===== src/rtl/alu_issue_pkg.sv =====
// alu_issue_pkg: shared ALU control encodings, RV32I opcode/funct constants and issue FSM states.
package alu_issue_pkg;
  typedef enum logic [4:0] {
    ALU_ADD = 5'd0,
    ALU_SUB = 5'd1,
    ALU_AND = 5'd2,
    ALU_OR  = 5'd3
  } alu_ctrl_e;
  localparam logic [6:0] OPC_RTYPE = 7'b0110011;
  localparam logic [6:0] OPC_ITYPE = 7'b0010011;
  localparam logic [2:0] F3_ADD    = 3'b000;
  localparam logic [2:0] F3_AND    = 3'b111;
  localparam logic [2:0] F3_OR     = 3'b110;
  localparam logic [6:0] F7_BASE   = 7'b0000000;
  localparam logic [6:0] F7_SUB    = 7'b0100000;
  typedef enum logic [1:0] {
    S_IDLE,
    S_DECODE,
    S_EXEC,
    S_WB
  } issue_state_e;
endpackage


===== src/rtl/alu_issue_decode.sv =====
// alu_issue_decode: combinational RV32I decode to ALU control, immediate select and legality.
module alu_issue_decode
  import alu_issue_pkg::*;
#(
  parameter int DATA_WIDTH = 32
) (
  input  logic [31:0]           instr,
  output alu_ctrl_e             ctrl,
  output logic                  use_imm,
  output logic [DATA_WIDTH-1:0] imm,
  output logic                  legal
);
  logic [6:0] opc;
  logic [2:0] f3;
  logic [6:0] f7;
  assign opc = instr[6:0];
  assign f3  = instr[14:12];
  assign f7  = instr[31:25];
  assign imm = {{(DATA_WIDTH-12){instr[31]}}, instr[31:20]};
  always_comb begin
    ctrl    = ALU_ADD;
    use_imm = 1'b0;
    legal   = 1'b0;
    if (opc == OPC_RTYPE) begin
      legal = (f3 == F3_ADD && (f7 == F7_BASE || f7 == F7_SUB)) ||
              ((f3 == F3_AND || f3 == F3_OR) && f7 == F7_BASE);
      ctrl  = (f3 == F3_AND) ? ALU_AND : (f3 == F3_OR) ? ALU_OR :
              (f7 == F7_SUB) ? ALU_SUB : ALU_ADD;
    end else if (opc == OPC_ITYPE) begin
      use_imm = 1'b1;
      legal   = (f3 == F3_ADD) || (f3 == F3_AND) || (f3 == F3_OR);
      ctrl    = (f3 == F3_AND) ? ALU_AND : (f3 == F3_OR) ? ALU_OR : ALU_ADD;
    end
  end
endmodule


===== src/rtl/alu_issue_ctrl.sv =====
// alu_issue_ctrl: issues one RV32I ALU instruction at a time (IDLE/DECODE/EXEC/WB) and writes back rd.
// Optional ALU_ISSUE_PERF_EN adds retired_cnt/illegal_cnt counters.
module alu_issue_ctrl
  import alu_issue_pkg::*;
#(
  parameter int DATA_WIDTH = 32,
  parameter int ADDR_WIDTH = 5
) (
  input  logic                  clk,
  input  logic                  rst_n,
  input  logic                  instr_valid,
  output logic                  instr_ready,
  input  logic [31:0]           instr,
  output logic [ADDR_WIDTH-1:0] rd_addr1,
  output logic [ADDR_WIDTH-1:0] rd_addr2,
  input  logic [DATA_WIDTH-1:0] rd_data1,
  input  logic [DATA_WIDTH-1:0] rd_data2,
  output logic [DATA_WIDTH-1:0] alu_op1,
  output logic [DATA_WIDTH-1:0] alu_op2,
  output logic [4:0]            alu_ctrl,
  input  logic [DATA_WIDTH-1:0] alu_out,
  output logic                  wr_en,
  output logic [ADDR_WIDTH-1:0] wr_addr,
  output logic [DATA_WIDTH-1:0] wr_data,
  output logic                  done,
  output logic                  illegal
`ifdef ALU_ISSUE_PERF_EN
  ,
  output logic [31:0]           retired_cnt,
  output logic [15:0]           illegal_cnt
`endif
);
  issue_state_e          state_q, state_d;
  logic [31:0]           instr_q, instr_d;
  logic [DATA_WIDTH-1:0] alu_op1_q, alu_op1_d, alu_op2_q, alu_op2_d, result_q, result_d;
  alu_ctrl_e             alu_ctrl_q, alu_ctrl_d;
  logic                  illegal_q, illegal_d;
  alu_ctrl_e             dec_ctrl;
  logic                  dec_use_imm, dec_legal;
  logic [DATA_WIDTH-1:0] dec_imm;
  alu_issue_decode #(.DATA_WIDTH(DATA_WIDTH)) u_decode (
    .instr   (instr_q),
    .ctrl    (dec_ctrl),
    .use_imm (dec_use_imm),
    .imm     (dec_imm),
    .legal   (dec_legal)
  );
  always_comb begin
    state_d    = state_q;
    instr_d    = instr_q;
    alu_op1_d  = alu_op1_q;
    alu_op2_d  = alu_op2_q;
    alu_ctrl_d = alu_ctrl_q;
    result_d   = result_q;
    illegal_d  = 1'b0;
    unique case (state_q)
      S_IDLE: if (instr_valid) begin
        instr_d = instr;
        state_d = S_DECODE;
      end
      S_DECODE: if (dec_legal) begin
        alu_op1_d  = rd_data1;
        alu_op2_d  = dec_use_imm ? dec_imm : rd_data2;
        alu_ctrl_d = dec_ctrl;
        state_d    = S_EXEC;
      end else begin
        illegal_d = 1'b1;
        state_d   = S_IDLE;
      end
      S_EXEC: begin
        result_d = alu_out;
        state_d  = S_WB;
      end
      S_WB: state_d = S_IDLE;
    endcase
  end
  always_ff @(posedge clk) begin
    if (!rst_n) begin
      state_q    <= S_IDLE;
      instr_q    <= '0;
      alu_op1_q  <= '0;
      alu_op2_q  <= '0;
      alu_ctrl_q <= ALU_ADD;
      result_q   <= '0;
      illegal_q  <= 1'b0;
    end else begin
      state_q    <= state_d;
      instr_q    <= instr_d;
      alu_op1_q  <= alu_op1_d;
      alu_op2_q  <= alu_op2_d;
      alu_ctrl_q <= alu_ctrl_d;
      result_q   <= result_d;
      illegal_q  <= illegal_d;
    end
  end
  assign instr_ready = state_q == S_IDLE;
  assign rd_addr1    = (state_q == S_DECODE) ? ADDR_WIDTH'(instr_q[19:15]) : '0;
  assign rd_addr2    = (state_q == S_DECODE) ? ADDR_WIDTH'(instr_q[24:20]) : '0;
  assign alu_op1     = alu_op1_q;
  assign alu_op2     = alu_op2_q;
  assign alu_ctrl    = alu_ctrl_q;
  assign done        = state_q == S_WB;
  // x0 is hardwired zero, so a write to rd=0 retires without a regfile write
  assign wr_en       = done && (instr_q[11:7] != 5'd0);
  assign wr_addr     = done ? ADDR_WIDTH'(instr_q[11:7]) : '0;
  assign wr_data     = done ? result_q : '0;
  assign illegal     = illegal_q;
`ifdef ALU_ISSUE_PERF_EN
  logic [31:0] retired_cnt_q, retired_cnt_d;
  logic [15:0] illegal_cnt_q, illegal_cnt_d;
  always_comb begin
    retired_cnt_d = retired_cnt_q + {31'd0, done};
    illegal_cnt_d = illegal_cnt_q + {15'd0, illegal_q};
  end
  always_ff @(posedge clk) begin
    if (!rst_n) begin
      retired_cnt_q <= '0;
      illegal_cnt_q <= '0;
    end else begin
      retired_cnt_q <= retired_cnt_d;
      illegal_cnt_q <= illegal_cnt_d;
    end
  end
  assign retired_cnt = retired_cnt_q;
  assign illegal_cnt = illegal_cnt_q;
`endif
endmodule


===== config.mk =====
export PLATFORM = sky130hd
export DESIGN_NAME = alu_issue_ctrl
export DESIGN_NICKNAME = d
export VERILOG_FILES = /design/src/rtl/alu_issue_pkg.sv /design/src/rtl/alu_issue_decode.sv /design/src/rtl/alu_issue_ctrl.sv
export SDC_FILE = /design/constraint.sdc
export NUM_CORES = 1
export LEC_CHECK = 0
export ABC_AREA = 0
export BUFFER_PORTS_ARGS = -buffer_cell sky130_fd_sc_hd__buf_4
export CAP_MARGIN = 20
export CELL_PAD_IN_SITES_DETAIL_PLACEMENT = 0
export CELL_PAD_IN_SITES_GLOBAL_PLACEMENT = 2
export CORE_UTILIZATION = 25
export CTS_CLUSTER_DIAMETER = 200
export DETAILED_ROUTE_END_ITERATION = 12
export GPL_TIMING_DRIVEN = 0
export PLACE_DENSITY_LB_ADDON = 0.1
export SLEW_MARGIN = 15
export SYNTH_ARGS = -nofsm -noshare
export SYNTH_HDL_FRONTEND = slang
export SYNTH_SLANG_ARGS = --single-unit

===== constraint.sdc =====
create_clock -name clk -period 2.8 [get_ports clk]
set_clock_uncertainty 0.1 [all_clocks]
set_input_delay 0.28 -clock clk [delete_from_list [all_inputs] [get_ports clk]]
set_output_delay 0.28 -clock clk [all_outputs]
set_load 0.005 [all_outputs]

* After elaboration in Yosys (flattened, before gate mapping)
Index checks and enable logic that the tools add are counted.
** Word-level totals
- Register bits :: 136
- Input port bits :: 131
- Output and inout port bits :: 120
- Word-level logic and storage cells :: 51
** Cells by class
- Equal/unequal tests :: 9
- Mux-type cells :: 20
- Reductions and logical operators :: 15
** Operators with widths (number)
- 2-to-1 mux 32 bit :: 2
- 2-to-1 mux 5 bit :: 8
- == test 7 x 6 -> 1 bit, second input constant :: 2
- one-hot mux 2 bit (4 select lines) :: 1
- == test 7 x 5 -> 1 bit, second input constant :: 1
- logical NOT 7 bit :: 1
- == test 3 bit, second input constant :: 2
- 2-to-1 mux 1 bit :: 6
- 2-to-1 mux 2 bit :: 3
- AND reduction 2 bit :: 3
- logical OR 1 bit :: 5
- nonzero test 5 bit :: 1
- == test 2 bit, second input constant :: 2
- logical AND 1 bit :: 3
- logical NOT 3 bit :: 1
- == test 2 x 1 -> 1 bit, second input constant :: 1
- logical NOT 2 bit :: 1
- inequality test 2 bit, second input constant :: 1

* Depth between registers and ports, before layout
Gate-level depths: netlist (run 1).
- Depth after elaboration :: 7
- Gate-level depth with buffers :: 6
- Depth with buffers taken out :: 4

* Cells and area by module
A second synthesis (run 1) with hierarchy kept.
** Second synthesis, totals
- Cell total of the unflattened synthesis :: 713
- Area total of the unflattened synthesis :: 5997.0 sq um
** By module, submodules not included
- alu_issue_ctrl :: instances 1, cells each 661, area an instance 5614.1 sq um, sequential area each 2722.6 sq um
- alu_issue_decode :: instances 1, cells each 52, area an instance 382.9 sq um, sequential area each 0.0 sq um

* Worst setup path after synthesis (run 1)
Ideal clock, no wire load.
- Kind :: register -> register
- Start :: register instr_q[27]
- End :: register alu_op2_q[0], in the netlist alu_op2[0]
- Setup time :: 0.130 ns
- Data arrival time :: 1.859 ns
- Required time :: 2.570 ns
- Setup slack :: 0.710 ns
- Cell stages (with the launch flop) :: 7
- Path buffers :: 2
- Period minus slack after synthesis :: 2.090 ns
- Cell sequence :: dfxtp_1 or4_4 o41a_1 clkbuf_1 clkbuf_1 o211ai_1 o31ai_1
** Between the ends
- Cells in the longest elaborated chain, start to end :: 6
- Elaborated cells on any way between the ends :: 8
- Classes of those cells :: eq/ne (1); mux (1); reduce/logical (6)
** Ends and longest elaborated chain
- from (decl) :: line alu_issue_ctrl.sv:34 : logic [31:0] instr_q, instr_d;
- from (signal assigned) :: line alu_issue_ctrl.sv:88 : instr_q <= instr_d;
- == test 7 x 6 -> 1 bit / logical NOT 7 bit (equally long branches) :: line alu_issue_decode.sv:25, alu_issue_decode.sv:26
- logical OR 1 bit :: line alu_issue_decode.sv:25 : legal = (f3 == F3_ADD && (f7 == F7_BASE || f7 == F7_SUB)) ||
- logical AND 1 bit :: line alu_issue_decode.sv:25
- logical OR 1 bit * :: line alu_issue_decode.sv:25
- 2-to-1 mux 1 bit * :: line alu_issue_decode.sv:24 : if (opc == OPC_RTYPE) begin
- AND reduction 2 bit (no source line) *
- to (signal assigned) :: line alu_issue_ctrl.sv:90 : alu_op2_q <= alu_op2_d;
- to (decl) :: line alu_issue_ctrl.sv:35 : logic [DATA_WIDTH-1:0] alu_op1_q, alu_op1_d, alu_op2_q, alu_op2_d, result_q, result_d;
Mark *: on every way between the ends. The rest lies on a longest branch, timed or not.
A chain may end at the register's enable or synchronous reset.

* Final worst setup path (run 1)
Ends and elaborated chain as after synthesis.

==> results of run 1 <==
through the flow:
stage | std cells | hold WS [ns] | setup WS, ns | utilization (%) | total power, mW
after floorplan | 681 | 0.316 | 0.710 | - | 2.13
after detailed placement | 1202 | 0.343 | 0.177 | 36.1 | 2.34
after CTS | 1241 | 0.0000153 | 0.188 | 39.7 | 4.95
after global placement | 1202 | 0.339 | 0.268 | 36.1 | 2.34
after global routing | 1242 | 0.000861 | 0.141 | 39.8 | 5.07
final | 1242 | 0.0136 | 0.270 | 39.8 | 4.89
layer usage:
layer | up-vias | share of wire [%] | global-route usage (%)
met5 | - | 0 | 0
met2 | 180 | 48 | 29.4
li1 | 2946 | - | -
met1 | 2660 | 43 | 21.0
met4 | 0 | 1.0 | 4.19
met3 | 14 | 8.0 | 6.45
kinds of logic (layout without fill, tap and decap cells):
group | after synthesis | in the layout | synth area share (%)
mux | 11 | 11 | 2.00
compound gates | 226 | 226 | 24.4
simple gates | 233 | 233 | 19.7
other cells | 1 | 3 | 0.0680
buf+inv | 75 | 361 | 5.51
flops | 133 | 133 | 48.3
critical path, delay by kind of cell, from the launching register on:
kind                   cells  cell delay (ns)
buffers and inverters      2             0.58
DFF                        1             0.33
and+or+nand+nor            1             0.57
AOI/OAI and AO/OA          3             0.81
cell type report:
type / count / share of cell area (%)
tap: 275 / 4.05
timing repair buffer: 255 / 22.8
inverter: 1 / 0.0442
multi-input combinational: 473 / 30.2
sequential: 133 / 31.4
buffer: 74 / 3.54
clock inverter: 12 / 2.67
clock buffer: 19 / 5.34
flip-flops by register name, indices dropped and copies added (netlist names), named ones only:
register	flops
alu_op2	32
result_q	32
instr_q	32
illegal	1
alu_ctrl	2
alu_op1	32
state_q	1
cells in the final DEF (no fill, tap or decap), types with 11 or more instances in the layout:
cell,synthesis,routed
buf_4,3,249
nand2_1,132,132
a21oi_1,119,119
dfxtp_1,133,133
clkbuf_16,0,17
o211ai_1,34,34
nand3_1,32,32
and3_1,39,39
and2_1,14,14
o21ai_0,33,33
mux2i_1,11,11
clkbuf_1,59,59
o31ai_1,33,33
power by group:
group	total [mW]	internal, mW	switching (mW)	leakage [nW]
Combinational	0.359	0.183	0.176	2.24
Clock	2.58	1.72	0.865	0.325
Sequential	1.95	1.92	0.0261	1.08
final timing paths:
check,from,end,slack [ns],depth (start not counted)
max reg2reg,instr_q[27]$_SDFFE_PN0P_,alu_op2[0]$_SDFFE_PN0P_,0.27,6
min reg2reg,result_q[30]$_SDFFE_PN0P_,result_q[30]$_SDFFE_PN0P_,0.35,2
min,alu_out[9],result_q[9]$_SDFFE_PN0P_,0.01,3
max,instr_q[27]$_SDFFE_PN0P_,alu_op2[0]$_SDFFE_PN0P_,0.27,6
what timing repair did:
action | CTS | global route
buffers inserted | 0 | 0
endpoints found under the setup margin | 0 | 37
gates resized for setup | 0 | 1
hold endpoints to repair | 8 | 1
hold buffers | 8 | 1
==> results.yml, run 1 <==
outcome:
  status: "complete, no violations"
pwr:
  powerDensity_nw_per_um2: 576
  p_leak_nw: 3.65
  ir_drop_mv: 0.370
timing:
  setup-violations-final: 0
  slew_violations: 0
  timing.final.crit_share_pct: 90.3
  rsz0062_at_grt: "no"
  relSlewSlack_pct: 49.3
  finalSetupTns_ns: 0
  hold_violations: 0
  fmaxAchievable_ghz: 0.395
  min_period_ns: 2.53
  worstMarginPinSlew_ns: 0.761
detailed_routing:
  drtAntennaViolNets: 0
  drt-vias-per-instance: 4.67
  dr.first_iter.drc_count: 212
  firstDrtPassIters: 4
  wire_per_inst_um: 16.1
  drc_errors: 0
  vias: 5800
  wl_um: 20000
layout:
  layout-drive-gt1-share_pct: 30.3
  syn_to_final_growth_pct: 53.9
  n_antenna_cell: 0
  regArea_um2: 2660
  nets: 1086
  num-fill-cells: 2278
  fin_area_um2: 8490
  multiInputGateArea_um2: 2560
cts:
  cts_tree: "built"
  cts_made_buffers: 17
  clock_latency_ns: 0.41
  path_clk_slew_ns: 0.06
  clock-sinks: 133
  cts_max_level: 4
  root_buffer: "clkbuf_16"
  clk_path_buf_depth: 2
logic_synthesis:
  yosysUniqueCellTypes: 33
  synth_most_common_cell: "dfxtp_1"
  synth_edf_count: 0
  synthTopCellsByArea: "dfxtp_1, a21oi_1, nand2_1"
  ys_seq_area_share_pct: 48.3
  yosysWarningCount: 0
  ys.flop_type: "dfxtp_1"
  yosysTopAreaCell: "dfxtp_1"
  syn_area_um2: 5520
  synth_area_per_cell_um2: 8.12
  async_reset_ff_share_pct: 0
  synth_common_cells: "dfxtp_1, nand2_1, a21oi_1, clkbuf_1, and3_1"
  synth_seq_cells: 133
  synth_top_area_share_pct: 48.3
  synthCells: 679
place:
  gp_congestion: 0.809
  placed_cell_area_um2: 7710
  dp_hpwl_um: 15100
  portBuffers: 246
critical_path:
  critPathCaptureType: "flip-flop"
  crit_path_start_kind: "flip-flop"
  cp.required_ns: 2.98
  crit_top_cell: "clkbuf_1"
  worstPathMaxFanout: 10
  max_stage_delay_ns: 0.57
  path_cells: "or4_4, o41a_1, clkbuf_1, clkbuf_1, o211ai_1, o31ai_1"
  cp_slowest_cell: "or4_4"
  cp.arrival_ns: 2.71
  path_class: "flip-flop to flip-flop"
floorplanning:
  die-area_um2: 22700
  die_w_um: 151
  ios: 251
  chipHeight_um: 151
  num_rows: 53
  start_util_pct: 25.8
  core-area_um2: 21400
global_routing:
  grt_pass1_vias: 5765
  grt_max_degree: 17
  grt_usage_pct: 17.5
  antenna_found_initial: 0
  grt_pass1_wl_um: 30400
  grt_overflow: 0
flow_run:
  cap_violations: 0
hold_path:
  hold_path_class: "primary input to flip-flop"
Power figures use the tool's default switching activity.
==> run 2: changes to the inputs <==
Settings changed: BUFFER_PORTS_ARGS -buffer_cell sky130_fd_sc_hd__buf_4 to default, CORE_UTILIZATION 25 to 34, DONT_BUFFER_PORTS from default to 1.
Clock period 2.8 ns to 2.49 ns, I/O delays scaled along.
==> run 2 against run 1 <==
Non-clock buffer count shrank 126. Clock-buffer cell count unchanged. Sequential power grew 12%.
==> results.yml, run 2 (synthesized netlist as in run 1, its figures left out) <==
pwr:
  powerDensity_nw_per_um2: 653
  power_mw: 5.01
  ir_drop_mv: 0.477
  p_leak_nw: 2.85
hold_path:
  hold_path_depth: 2
  hp-start: "rd_data2[0]"
  hold_path_class: "primary input to flip-flop"
  hold-path-endpoint: "alu_op2[0]$_SDFFE_PN0P_"
global_routing:
  antenna_found_initial: 0
  grt_pass1_vias: 5273
  grt_usage_pct: 20.8
  grt_overflow: 0
  grt_pass1_wl_um: 26900
  grt_max_degree: 17
layout:
  n_antenna_cell: 0
  fin_cells: 1058
  layout_common_cells: "dfxtp_1, nand2_1, dlygate4sd3_1, a21oi_1, clkbuf_1"
  layout-drive-gt1-share_pct: 5.94
  num-fill-cells: 1566
  nets: 960
  syn_to_final_growth_pct: 39.0
  final_common_cell: "dfxtp_1"
timing:
  worst_slack_ns: 0.142
  timing.final.crit_share_pct: 94.3
  worstMarginPinSlew_ns: 0.705
  holdWs_ns: 0.000526
  hold_violations: 0
  fmaxAchievable_ghz: 0.426
  setup-violations-final: 0
  rsz0062_at_grt: "no"
  min_period_ns: 2.35
  slew_violations: 0
  relSlewSlack_pct: 53.0
  finalSetupTns_ns: 0
cts:
  cts_made_buffers: 17
  cts_tree: "built"
  clock_latency_ns: 0.43
  root_buffer: "clkbuf_16"
  clk_path_buf_depth: 2
  cts_max_level: 4
  path_clk_slew_ns: 0.06
  clock-sinks: 133
place:
  pre_cts_slack_ns: -0.0387
  dp_hpwl_um: 12600
  portBuffers: 0
  placed_cells: 897
  gp_congestion: 0.744
floorplanning:
  num_rows: 46
  start_util_pct: 34.7
  core-area_um2: 15900
  die-area_um2: 16700
  die_w_um: 129
  ios: 251
  chipHeight_um: 129
detailed_routing:
  vias: 5440
  wl_um: 17800
  drtAntennaViolNets: 0
  dr.first_iter.drc_count: 215
  drc_errors: 0
  drt-vias-per-instance: 5.14
  firstDrtPassIters: 4
  wire_per_inst_um: 16.9
critical_path:
  rr_worst_depth: 6
  max_stage_delay_ns: 0.57
  cp.arrival_ns: 2.54
  critPathCaptureType: "flip-flop"
  critPathLaunch: "instr_q[27]$_SDFFE_PN0P_"
  critPathTopFamily: "compound AO/OA/AOI/OAI gates"
  r2r_slack_ns: 0.14
  cp_slowest_cell: "or4_4"
  timing.rr.start: "instr_q[27]$_SDFFE_PN0P_"
  r2r_end: "alu_op2[2]$_SDFFE_PN0P_"
  crit_path_start_kind: "flip-flop"
  crit_top_cell: "buf_2"
  path_class: "flip-flop to flip-flop"
  path_buf_inv: 2
  worstPathMaxFanout: 10
  cp.required_ns: 2.68
  path_cells: "or4_4, o41a_1, buf_2, buf_2, o211ai_1, o31ai_1"
  worstSetupPathDepth: 6
outcome:
  status: "complete, no violations"
flow_run:
  cap_violations: 0
-- run 2: cell count changes in the layout (fill, tap and decap cells not counted), moves of 2 or more --
cell,delta
buf_4,-245
dlygate4sd3_1,+119
bufinv_16,-4
clkinv_2,+4
clkbuf_8,-2
-- run 2: through the flow --
stage	instance area (um2)	util, %
after detailed placement	5790	36.5
after global placement	5790	36.5
final	7670	48.3
after global routing	7670	48.3
after floorplan	5520	-
after CTS	7650	48.1
-- run 2: routing by layer --
| metal | up-vias | GRT usage [%] | wire (um) |
|---|---|---|---|
| met1 | 2535 | 24.3 | 7400 |
| met3 | 21 | 8.09 | 1500 |
| met2 | 202 | 35.1 | 8740 |
| met5 | - | 0 | 0 |
| met4 | 0 | 6.51 | 206 |
| li1 | 2682 | - | - |
-- run 2: layout make-up --
class	count	area [um2]	area share [%]
inverters	1	3.75	0.0489
plain buffers	74	303	3.95
flip-flops and latches	133	2660	34.7
clock inverters	13	134	1.75
clock buffers	19	433	5.65
multi-input cells	473	2570	33.6
repair buffers	129	1290	16.8
well taps	216	270	3.52
-- run 2: power breakdown --
| part | internal (mW) | switching (mW) | total (mW) |
|---|---|---|---|
| clock network | 1.47 | 0.959 | 2.43 |
| logic | 0.201 | 0.190 | 0.391 |
| registers | 2.16 | 0.0304 | 2.19 |
-- run 2: worst max-delay path by stage --
stage,endpoint,slack [ns]
floorplan,alu_op2[0]$_SDFFE_PN0P_,0.40
global placement,alu_op2[0]$_SDFFE_PN0P_,-0.0008
detailed placement,alu_op2[2]$_SDFFE_PN0P_,-0.04
CTS,alu_op2[0]$_SDFFE_PN0P_,0.01
global route,alu_op2[2]$_SDFFE_PN0P_,0.02
finish,alu_op2[2]$_SDFFE_PN0P_,0.14
-- run 2: what timing repair did --
item | CTS | global route
gates resized for setup | 2 | 5
hold endpoints to repair | 128 | 0
pin swaps | 0 | 1
hold buffers | 128 | 0
setup buffers | 0 | 1
setup endpoints to repair | 32 | 51
==> run 3: changes to the inputs <==
Settings changed: CORE_UTILIZATION 34 to 35, SYNTH_HIERARCHICAL from default to 1.
==> run 3 against run 2 <==
Critical path depth rose by 2. Register-to-register slack improved by 0.09 ns. Die area rose by 5.5%. Highest routed layer unchanged. Largest power group unchanged. Maximum frequency rose by 4.0%. Power rose by 7.7%. Design area rose by 6.2%. Area after synthesis rose by 8.7%.
==> results.yml, run 3 <==
timing:
  hold_violations: 0
  holdWs_ns: 0.0185
  relSlewSlack_pct: 61.7
  worst_slack_ns: 0.232
  slew_violations: 0
  rsz0062_at_grt: "yes"
  setup-violations-final: 0
  min_period_ns: 2.26
  worstMarginPinSlew_ns: 0.574
  fmaxAchievable_ghz: 0.443
  finalSetupTns_ns: 0
  timing.final.crit_share_pct: 90.7
cts:
  path_clk_slew_ns: 0.06
  clk_path_buf_depth: 2
  clock_latency_ns: 0.41
  cts_tree: "built"
  root_buffer: "clkbuf_16"
  clock-sinks: 136
  cts_made_buffers: 17
  cts_max_level: 4
  post_cts_buffers: 0
detailed_routing:
  drt-vias-per-instance: 4.89
  wire_per_inst_um: 16.6
  dr.first_iter.drc_count: 197
  vias: 5322
  drc_errors: 0
  firstDrtPassIters: 5
  wl_um: 18100
  drtAntennaViolNets: 0
floorplanning:
  core-area_um2: 16600
  die_w_um: 133
  chipHeight_um: 133
  ios: 251
  start_util_pct: 36.0
  num_rows: 47
  die-area_um2: 17700
global_routing:
  grt_max_degree: 24
  grt_usage_pct: 20.4
  antenna_found_initial: 0
  grt_pass1_vias: 5321
  grt_overflow: 0
  grt_pass1_wl_um: 28100
critical_path:
  cp.required_ns: 2.69
  cp.arrival_ns: 2.46
  path_class: "flip-flop to flip-flop"
  critPathCaptureType: "flip-flop"
  worstPathMaxFanout: 10
  crit_path_start_kind: "flip-flop"
flow_run:
  cap_violations: 0
logic_synthesis:
  ys_seq_area_share_pct: 45.4
  yosysUniqueCellTypes: 35
  synth_top_area_share_pct: 45.4
  synthCells: 713
  yosysTopAreaCell: "dfxtp_1"
  yosysWarningCount: 6
  syn_area_um2: 6000
  synth_seq_cells: 136
  async_reset_ff_share_pct: 0
  synth_area_per_cell_um2: 8.41
  synthTopCellsByArea: "dfxtp_1, nand2_1, nand3_1"
  synth_most_common_cell: "nand2_1"
  synth_common_cells: "nand2_1, dfxtp_1, nand3_1, o21ai_0, and3_1"
  ys.flop_type: "dfxtp_1"
  synth_edf_count: 0
layout:
  layout_common_cells: "nand2_1, dfxtp_1, dlygate4sd3_1, nand3_1, o21ai_0"
  n_antenna_cell: 0
  final_common_cell: "nand2_1"
  syn_to_final_growth_pct: 35.8
  fin_area_um2: 8150
  layout-drive-gt1-share_pct: 12.0
  multiInputGateArea_um2: 2710
  num-fill-cells: 1625
  regArea_um2: 2720
  nets: 987
place:
  dp_hpwl_um: 12800
  pre_cts_slack_ns: -0.0661
  placed_cell_area_um2: 6280
  portBuffers: 0
  gp_congestion: 0.804
outcome:
  status: "complete, no violations"
pwr:
  p_leak_nw: 3.49
  powerDensity_nw_per_um2: 662
  power_mw: 5.40
  ir_drop_mv: 0.479
hold_path:
  hold_path_class: "primary input to flip-flop"
[run 3: cell types whose count changed in the layout (fill, tap and decap cells not counted), moves of 6 or more]
cell / previous run / this run
buf_4: 4 / 36
nand2_1: 132 / 166
o211a_1: 0 / 32
a21boi_0: 0 / 32
dlygate4sd3_1: 128 / 122
o211ai_1: 34 / 0
clkbuf_1: 59 / 31
nand3_1: 32 / 70
o21ai_0: 33 / 65
o31ai_1: 33 / 1
a21oi_1: 119 / 1
buf_2: 10 / 26
mux2i_1: 11 / 32
[run 3: repair_timing]
action	in CTS	in global routing
resized for setup	1	1
endpoints found under the hold margin	122	0
setup endpoints to repair	33	13
gates cloned	0	0
pin swaps	0	0
hold buffers	122	0
[run 3: critical path: stages (launching register included)]
cell and delay (ns):
dfxtp_1 0.32, nor4b_2 0.27, nand3_1 0.21, nor2_1 0.13, clkbuf_1 0.27, buf_2 0.35, mux2i_1 0.30, nand2_1 0.08
o211a_1 0.13
[run 3: layout make-up]
| type | instances | area share (%) |
|---|---|---|
| tap | 220 | 3.38 |
| multi-input combinational | 477 | 33.3 |
| buffer | 101 | 7.00 |
| clock buffer | 18 | 5.39 |
| inverter | 1 | 0.0461 |
| clock inverter | 13 | 2.49 |
| timing repair buffer | 122 | 15.0 |
| sequential | 136 | 33.4 |
[run 3: layer usage]
layer	part of all wire, %	up-vias	track usage [%]
met3	6.7	10	7.32
met1	43	2482	24.3
li1	-	2668	-
met4	0.78	0	5.43
met2	49	162	34.4
met5	0	-	0
[run 3: stage by stage]
stage / std cells / utilization, %
6_report: 1088 / 48.9
5_1_grt: 1088 / 48.9
4_1_cts: 1088 / 48.9
3_5_place_dp: 935 / 37.7
3_3_place_gp: 935 / 37.7
2_1_floorplan: 715 / -
[run 3: final timing paths]
kind | end | cells past startpoint | from | slack (ns)
hold reg to reg | instr_q[15]$_SDFFE_PN0P_ | 2 | instr_q[15]$_SDFFE_PN0P_ | 0.35
hold / removal | alu_op2[14]$_SDFFE_PN0P_ | 3 | rd_data2[14] | 0.02
setup / recovery | alu_op2[1]$_SDFFE_PN0P_ | 8 | instr_q[3]$_SDFFE_PN0P_ | 0.23
setup reg to reg | alu_op2[1]$_SDFFE_PN0P_ | 8 | instr_q[3]$_SDFFE_PN0P_ | 0.23
[run 3: logic make-up (layout without fill, tap and decap cells)]
family                 after synthesis  after routing  synth area share [%]
flip-flops                         136            136                  45.4
AO/OA/AOI/OAI                      139            139                  15.9
other                                1              3                0.0625
multiplexers                        32             32                  5.34
buffers and inverters              102            255                  9.58
AND/OR/NAND/NOR                    303            303                  23.7
[run 3: report_power, final]
part / switching (mW) / internal (mW) / leakage (nW)
sequential: 0.0320 / 2.21 / 1.10
combinational: 0.171 / 0.229 / 2.08
clock: 0.959 / 1.79 / 0.312
total: 1.16 / 4.23 / 3.49
